[src/rtl/dnoc_rd_pkg.sv]
// Shared types and default widths for the DNoC SRAM read agent.
package dnoc_rd_pkg;

    localparam int unsigned DefaultDw        = 128;
    localparam int unsigned DefaultAw        = 13;
    localparam int unsigned DefaultLenW      = 16;
    localparam int unsigned DefaultFifoDepth = 4;

    typedef enum logic [1:0] {
        StIdle,
        StInit,
        StRun,
        StDone
    } rd_state_e;

endpackage

[src/rtl/dnoc_sram_rd_agent_if.sv]
// Generator, SRAM read port and output stream bundle of the read agent.
interface dnoc_sram_rd_agent_if #(
    parameter int unsigned DW = dnoc_rd_pkg::DefaultDw,
    parameter int unsigned AW = dnoc_rd_pkg::DefaultAw
);
    logic          addr_mu_initial_en;
    logic          addr_mu_valid;
    logic [AW-1:0] addr_mu_addr;
    logic          sram_rd_en;
    logic [AW-1:0] sram_rd_addr;
    logic [DW-1:0] sram_rd_data;
    logic          dout_valid;
    logic [DW-1:0] dout_data;
    logic          dout_last;
    logic          dout_ready;

    modport master (
        output addr_mu_initial_en, addr_mu_valid, sram_rd_en, sram_rd_addr,
        output dout_valid, dout_data, dout_last,
        input  addr_mu_addr, sram_rd_data, dout_ready
    );

    modport slave (
        input  addr_mu_initial_en, addr_mu_valid, sram_rd_en, sram_rd_addr,
        input  dout_valid, dout_data, dout_last,
        output addr_mu_addr, sram_rd_data, dout_ready
    );
endinterface

[src/rtl/dnoc_rd_fifo.sv]
// Small synchronous FIFO; registered storage with a combinational head.
module dnoc_rd_fifo #(
    parameter int unsigned DW    = 128,
    parameter int unsigned DEPTH = 4,
    localparam int unsigned PW   = $clog2(DEPTH),
    localparam int unsigned CW   = PW + 1
) (
    input  logic          clk,
    input  logic          rst_n,
    input  logic          push,
    input  logic [DW-1:0] push_data,
    input  logic          pop,
    output logic [DW-1:0] pop_data,
    output logic [CW-1:0] cnt,
    output logic          empty,
    output logic          full
);
    logic [DW-1:0] mem_q [DEPTH];
    logic [PW-1:0] wr_ptr_q, rd_ptr_q;
    logic [CW-1:0] cnt_q, cnt_d;

    always_comb begin
        cnt_d = cnt_q;
        unique case ({push, pop})
            2'b10:   cnt_d = cnt_q + CW'(1);
            2'b01:   cnt_d = cnt_q - CW'(1);
            default: cnt_d = cnt_q;
        endcase
    end

    always_ff @(posedge clk) begin
        if (!rst_n) begin
            wr_ptr_q <= '0;
            rd_ptr_q <= '0;
            cnt_q    <= '0;
        end else begin
            if (push) wr_ptr_q <= wr_ptr_q + PW'(1);
            if (pop)  rd_ptr_q <= rd_ptr_q + PW'(1);
            cnt_q <= cnt_d;
        end
    end

    // Storage needs no reset: the pointers and count define what is valid.
    always_ff @(posedge clk) begin
        if (push) mem_q[wr_ptr_q] <= push_data;
    end

    assign pop_data = mem_q[rd_ptr_q];
    assign cnt      = cnt_q;
    assign empty    = (cnt_q == '0);
    assign full     = (cnt_q == CW'(DEPTH));

    a_no_overflow: assert property (@(posedge clk) disable iff (!rst_n) !(push && full && !pop));
    a_no_underflow: assert property (@(posedge clk) disable iff (!rst_n) !(pop && empty));
endmodule

[src/rtl/dnoc_sram_rd_agent.sv]
// Steps the loop address generator, reads the scratchpad and streams the data
// downstream with a last-beat marker and a completion pulse.
module dnoc_sram_rd_agent
    import dnoc_rd_pkg::*;
#(
    parameter int unsigned DW         = DefaultDw,
    parameter int unsigned AW         = DefaultAw,
    parameter int unsigned LEN_W      = DefaultLenW,
    parameter int unsigned FIFO_DEPTH = DefaultFifoDepth
) (
    input  logic                    clk,
    input  logic                    rst_n,
    input  logic                    start,
    input  logic [LEN_W-1:0]        cfg_len,
    output logic                    busy,
    output logic                    done,
    dnoc_sram_rd_agent_if.master    bus
);
    localparam int unsigned CW = $clog2(FIFO_DEPTH) + 1;

    rd_state_e        state_q, state_d;
    logic [LEN_W-1:0] len_q, len_d;
    logic [LEN_W-1:0] issue_cnt_q, issue_cnt_d;
    logic [LEN_W-1:0] out_cnt_q, out_cnt_d;
    logic             inflight_q;

    logic [CW-1:0] fifo_cnt;
    logic          fifo_empty, fifo_full;
    logic [DW-1:0] fifo_head;
    logic [CW:0]   occupancy;
    logic          credit_ok, issue, accept, is_last, out_valid;

    // Reads already in flight are counted so the returned beat always has a slot.
    assign occupancy = {1'b0, fifo_cnt} + (CW+1)'(inflight_q);
    assign credit_ok = (occupancy < (CW+1)'(FIFO_DEPTH)) && !fifo_full;
    assign is_last   = (out_cnt_q == len_q - LEN_W'(1));
    assign out_valid = rst_n && !fifo_empty;
    assign accept    = out_valid && bus.dout_ready;

    always_comb begin
        state_d     = state_q;
        len_d       = len_q;
        issue_cnt_d = issue_cnt_q;
        out_cnt_d   = out_cnt_q;
        issue       = 1'b0;
        unique case (state_q)
            StIdle: begin
                if (start) begin
                    state_d     = StInit;
                    len_d       = cfg_len;
                    issue_cnt_d = '0;
                    out_cnt_d   = '0;
                end
            end
            StInit: state_d = (len_q == '0) ? StDone : StRun;
            StRun: begin
                issue = rst_n && (issue_cnt_q < len_q) && credit_ok;
                if (issue)  issue_cnt_d = issue_cnt_q + LEN_W'(1);
                if (accept) out_cnt_d   = out_cnt_q + LEN_W'(1);
                if (accept && is_last) state_d = StDone;
            end
            StDone: state_d = StIdle;
            default: state_d = StIdle;
        endcase
    end

    always_ff @(posedge clk) begin
        if (!rst_n) begin
            state_q     <= StIdle;
            len_q       <= '0;
            issue_cnt_q <= '0;
            out_cnt_q   <= '0;
            inflight_q  <= 1'b0;
        end else begin
            state_q     <= state_d;
            len_q       <= len_d;
            issue_cnt_q <= issue_cnt_d;
            out_cnt_q   <= out_cnt_d;
            inflight_q  <= issue;
        end
    end

    dnoc_rd_fifo #(
        .DW    (DW),
        .DEPTH (FIFO_DEPTH)
    ) u_fifo (
        .clk       (clk),
        .rst_n     (rst_n),
        .push      (inflight_q && rst_n),
        .push_data (bus.sram_rd_data),
        .pop       (accept),
        .pop_data  (fifo_head),
        .cnt       (fifo_cnt),
        .empty     (fifo_empty),
        .full      (fifo_full)
    );

    // Every output is gated so it reads 0 during the reset cycle itself.
    assign busy                   = rst_n && (state_q != StIdle);
    assign done                   = rst_n && (state_q == StDone);
    assign bus.addr_mu_initial_en = rst_n && (state_q == StInit);
    assign bus.addr_mu_valid      = issue;
    assign bus.sram_rd_en         = issue;
    assign bus.sram_rd_addr       = issue ? bus.addr_mu_addr : '0;
    assign bus.dout_valid         = out_valid;
    assign bus.dout_data          = out_valid ? fifo_head : '0;
    assign bus.dout_last          = out_valid && is_last;
endmodule

[src/flat_wrapper.sv]
// flat-port wrapper written by rule: the top's interface ports become plain ports
module dnoc_sram_rd_agent_flat import dnoc_rd_pkg::*;
#(
    parameter int unsigned DW         = DefaultDw,
    parameter int unsigned AW         = DefaultAw,
    parameter int unsigned LEN_W      = DefaultLenW,
    parameter int unsigned FIFO_DEPTH = DefaultFifoDepth
)
  (clk, rst_n, start, cfg_len, busy, done, bus_addr_mu_initial_en, bus_addr_mu_valid, bus_sram_rd_en, bus_sram_rd_addr, bus_dout_valid, bus_dout_data, bus_dout_last, bus_addr_mu_addr, bus_sram_rd_data, bus_dout_ready);
  dnoc_sram_rd_agent_if #(.DW(DW), .AW(AW)) bus_i ();
  input  logic clk;
  input  logic rst_n;
  input  logic start;
  input  logic [LEN_W-1:0] cfg_len;
  output logic busy;
  output logic done;
  output wire logic [$bits(bus_i.addr_mu_initial_en)-1:0] bus_addr_mu_initial_en;
  output wire logic [$bits(bus_i.addr_mu_valid)-1:0] bus_addr_mu_valid;
  output wire logic [$bits(bus_i.sram_rd_en)-1:0] bus_sram_rd_en;
  output wire logic [$bits(bus_i.sram_rd_addr)-1:0] bus_sram_rd_addr;
  output wire logic [$bits(bus_i.dout_valid)-1:0] bus_dout_valid;
  output wire logic [$bits(bus_i.dout_data)-1:0] bus_dout_data;
  output wire logic [$bits(bus_i.dout_last)-1:0] bus_dout_last;
  input wire logic [$bits(bus_i.addr_mu_addr)-1:0] bus_addr_mu_addr;
  input wire logic [$bits(bus_i.sram_rd_data)-1:0] bus_sram_rd_data;
  input wire logic [$bits(bus_i.dout_ready)-1:0] bus_dout_ready;
  assign bus_addr_mu_initial_en = bus_i.addr_mu_initial_en;
  assign bus_addr_mu_valid = bus_i.addr_mu_valid;
  assign bus_sram_rd_en = bus_i.sram_rd_en;
  assign bus_sram_rd_addr = bus_i.sram_rd_addr;
  assign bus_dout_valid = bus_i.dout_valid;
  assign bus_dout_data = bus_i.dout_data;
  assign bus_dout_last = bus_i.dout_last;
  assign bus_i.addr_mu_addr = bus_addr_mu_addr;
  assign bus_i.sram_rd_data = bus_sram_rd_data;
  assign bus_i.dout_ready = bus_dout_ready;
  dnoc_sram_rd_agent #(.DW(DW), .AW(AW), .LEN_W(LEN_W), .FIFO_DEPTH(FIFO_DEPTH)) u_core (.clk(clk), .rst_n(rst_n), .start(start), .cfg_len(cfg_len), .busy(busy), .done(done), .bus(bus_i));
endmodule
[config.mk]
export PLATFORM = sky130hd
export DESIGN_NAME = dnoc_sram_rd_agent_flat
export DESIGN_NICKNAME = d
export VERILOG_FILES = /design/src/rtl/dnoc_rd_pkg.sv /design/src/rtl/dnoc_sram_rd_agent_if.sv /design/src/rtl/dnoc_rd_fifo.sv /design/src/rtl/dnoc_sram_rd_agent.sv /design/src/flat_wrapper.sv
export SDC_FILE = /design/constraint.sdc
export NUM_CORES = 1
export LEC_CHECK = 0
export ABC_AREA = 1
export CORE_UTILIZATION = 60
export CTS_CLUSTER_SIZE = 28
export DETAILED_ROUTE_END_ITERATION = 10
export HOLD_SLACK_MARGIN = 0.02
export PLACE_DENSITY = 0.85
export SLEW_MARGIN = 10
export SYNTH_ARGS = -nofsm -noshare
export SYNTH_HDL_FRONTEND = slang
export SYNTH_HIERARCHICAL = 1
export SYNTH_SLANG_ARGS = --single-unit
[constraint.sdc]
create_clock -name clk -period 13.05 [get_ports clk]
set_input_delay 3.915 -clock clk [delete_from_list [all_inputs] [get_ports clk]]
set_output_delay 3.915 -clock clk [all_outputs]
set_load 0.01 [all_outputs]
==> impl_metrics.py <==
metrics = {
    "setup_path": {
        "timing.rr.end": "u_core/out_cnt_q[12]",
        "arrival_ns": 6.36,
        "r2r_slack_ns": 9.96,
        "crit_path_start_kind": "input port",
        "required_ns": 9.13,
        "endpoint_kind": "output pin",
        "endpoint": "bus_dout_data[39]",
        "cp-startpoint": "rst_n",
        "r2r_cells": 12,
        "crit_type": "input port to output pin",
        "path_max_fanout": 91,
        "rr_startpoint": "u_core/state_q[0]",
    },
    "yosys": {
        "async_reset_ff_frac": 0,
        "synth_edf_count": 512,
        "ys_ff_latch": 572,
        "ys.flop_type": "edfxtp_1",
        "ys_warn_count": 6,
        "synth-seq-area-share": 0.6800,
        "syn_area_mm2": 0.02438,
        "synth_cell_type_count": 43,
        "syn_inst": 2141,
        "synth_area_per_cell_um2": 11.39,
        "synth_compound_area_frac": 0.1183,
        "muxShareOfSynthArea": 0,
        "syn-num-nets": 2331,
        "synthSimpleGateAreaFrac": 0.1152,
        "synth_fa_ha_area_frac": 0.01519,
        "synthXorXnorAreaFrac": 0.007904,
        "synth_top_family_by_area": "compound AO/OA/AOI/OAI gates",
    },
    "clocking": {
        "clkSinkCount": 572,
        "cts_root_buffer": "clkbuf_16",
        "ctsHtreeMaxLevel": 2,
        "clkTransAtPathRegs_ns": 0.06,
        "cts_resized": 0,
        "cts_tree": "done",
        "cts_made_buffers": 56,
        "clock_latency_ns": 0.63,
        "postCtsSetupRepairBufs": 0,
        "clock_path_buffers": 3,
        "holdBufCountCts": 0,
    },
    "cells_and_area": {
        "instances_no_fill": 2980,
        "layout_common_cells": "512 x edfxtp_1, 439 x nor2_1, 308 x clkdlybuf4s50_1, 215 x inv_1, 174 x o21ai_0",
        "n_fill_cell": 2463,
        "fin_util": 0.7371,
        "final_common_cell": "edfxtp_1",
        "finalNetCount": 2597,
        "drive_gt1_frac": 0.07312,
        "final-seq-area_mm2": 0.01658,
        "multi_input_area_mm2": 0.006264,
        "areaGrowthSynthToFinish_pct": 20.68,
        "stdcell_area_mm2": 0.02942,
    },
    "placed_design": {
        "placed_cell_area_mm2": 0.02755,
        "place_inst": 2874,
        "io_buffers": 308,
        "globalplace.congestion": 0.8698,
        "pre_cts_ws_ns": 2.801,
        "hpwlAfterDp_um": 34470,
    },
    "grt": {
        "grt_overflow": 0,
        "grt_pass1_wl_um": 90980,
        "track_usage": 0.2836,
        "grt_max_degree": 152,
        "grt_pass1_vias": 17130,
        "grt_antenna_before_repair": 6,
    },
    "power_and_ir_drop": {
        "total_power_mw": 4.470,
        "p_sw_frac": 0.2662,
        "leakage_nw": 10.69,
        "p_sw_mw": 1.190,
        "power_frac_clock": 0.360,
        "power.share.sequential": 0.471,
        "combPwrFrac": 0.168,
        "ir_worst_vdd_v": 0.0001232,
        "powerDensity_mw_per_mm2": 152.0,
        "p_int_mw": 3.280,
    },
    "floorplanning": {
        "core_area_mm2": 0.03991,
        "chipHeight_um": 203.6,
        "rows": 73,
        "die_area_mm2": 0.04144,
        "io_pins": 309,
        "dieWidth_um": 203.6,
        "start_util": 0.6107,
    },
    "sta": {
        "setup_tns_ns": 0,
        "slew_headroom": 0.2004,
        "finalSetupViolCount": 0,
        "finalWorstSetupSlack_ns": 2.776,
        "hold_violations": 0,
        "rsz0062_at_grt": "no",
        "hold_slack_ns": 0.4344,
        "skew_ns": 0.04659,
        "maxSlewViolCount": 0,
        "clock.fmax_ghz": 0.09733,
        "fin_crit_ns": 10.27,
        "tightest_slew_ns": 1.199,
        "finalCritPeriodShare": 0.7873,
    },
    "drt": {
        "drt_iter0_drc": 1720,
        "vias": 17240,
        "final_antenna_net_count": 0,
        "wl_um": 59160,
        "dr.pass1.iters": 6,
        "drc": 0,
        "wl_per_cell_um": 19.85,
        "drt-vias-per-instance": 5.785,
    },
    "status": {
        "status": "finished, final reports clean",
    },
    "hold_path": {
        "hold_class": "flop to flop",
    },
    "run": {
        "drv_cap": 0,
    },
}
cell usage after synthesis (2+ instances only):
library cell | number | area, um2
nand4_1 | 6 | 37.54
o21ai_1 | 119 | 595.6
buf_1 | 2 | 7.510
o22ai_2 | 40 | 500.5
a211oi_1 | 2 | 15.01
ha_1 | 28 | 350.3
xor2_1 | 17 | 148.9
o21ai_0 | 174 | 870.8
a31oi_1 | 2 | 12.51
nor3_2 | 2 | 20.02
buf_4 | 11 | 82.58
inv_2 | 5 | 18.77
inv_1 | 219 | 822.0
o22ai_1 | 88 | 550.5
buf_6 | 17 | 191.4
nand2_1 | 147 | 551.8
nor3_1 | 11 | 55.05
buf_12 | 4 | 80.08
dfxtp_1 | 60 | 1201
buf_2 | 20 | 100.1
nor3b_1 | 2 | 15.01
edfxtp_1 | 512 | 15370
nor2_1 | 439 | 1648
nor2_2 | 32 | 200.2
xnor2_1 | 5 | 43.79
clkbuf_1 | 58 | 217.7
nand3_1 | 44 | 220.2
a21oi_1 | 56 | 280.3
nor4_1 | 5 | 31.28
routing by layer:
metal	vias up	global-route usage	wire, um
met5	-	0	27
met4	4	0.1171	1897
met3	150	0.06248	4981
met2	799	0.4723	29390
met1	8298	0.3607	22870
li1	7988	-	-
sequential cells by signal, indices dropped and copies added (netlist names), named ones only:
name and cells:
u_core/u_fifo/mem_q 512, u_core/issue_cnt_q 16, u_core/len_q 16, u_core/out_cnt_q 16, u_core/u_fifo/cnt 3, u_core/state_q 2
u_core/u_fifo/rd_ptr_q 2, u_core/u_fifo/wr_ptr_q 2, u_core/inflight_q 1
area by class of cell:
| type | instances | share of cell area |
|---|---|---|
| multi-input cells | 1230 | 0.2129 |
| diodes | 7 | 0.0005954 |
| clock buffers | 65 | 0.04950 |
| well taps | 525 | 0.02233 |
| inverters | 226 | 0.02952 |
| flip-flops and latches | 572 | 0.5637 |
| clock inverters | 34 | 0.01335 |
| repair buffers | 321 | 0.1081 |
power groups by stage:
stage          combinational (mW)  sequential [mW]  clock, mW
3_5_place_dp                0.743             2.14          0
3_3_place_gp                0.719             2.14          0
5_1_grt                     0.833             2.11       1.71
2_1_floorplan               0.476             2.13          0
6_report                    0.753             2.11       1.61
4_1_cts                     0.751             2.11       1.63
critical path, stage by stage:
cell	delay (ns)
clkdlybuf4s50_1	0.46
nand2_4	0.79
buf_4	0.52
nor2_1	0.10
clkdlybuf4s50_1	0.50
cell families after synthesis:
kind of cell | Yosys count
compound gates | 488
fa+ha+maj | 29
xor+xnor | 22
simple gates | 691
flops | 572
buf+inv | 339
how the worst min path moves through the flow:
| stage | startpoint | end | depth (start not counted) |
|---|---|---|---|
| 4_1_cts | u_core/u_fifo/rd_ptr_q[1] | flop | 1 |
| 3_3_place_gp | u_core/u_fifo/rd_ptr_q[1] | flop | 1 |
| 2_1_floorplan | u_core/u_fifo/rd_ptr_q[1] | flop | 1 |
| 3_5_place_dp | u_core/u_fifo/rd_ptr_q[1] | flop | 1 |
| 6_report | u_core/u_fifo/rd_ptr_q[1] | flop | 1 |
| 5_1_grt | u_core/u_fifo/rd_ptr_q[1] | flop | 1 |
Power figures use the tool's default switching activity.
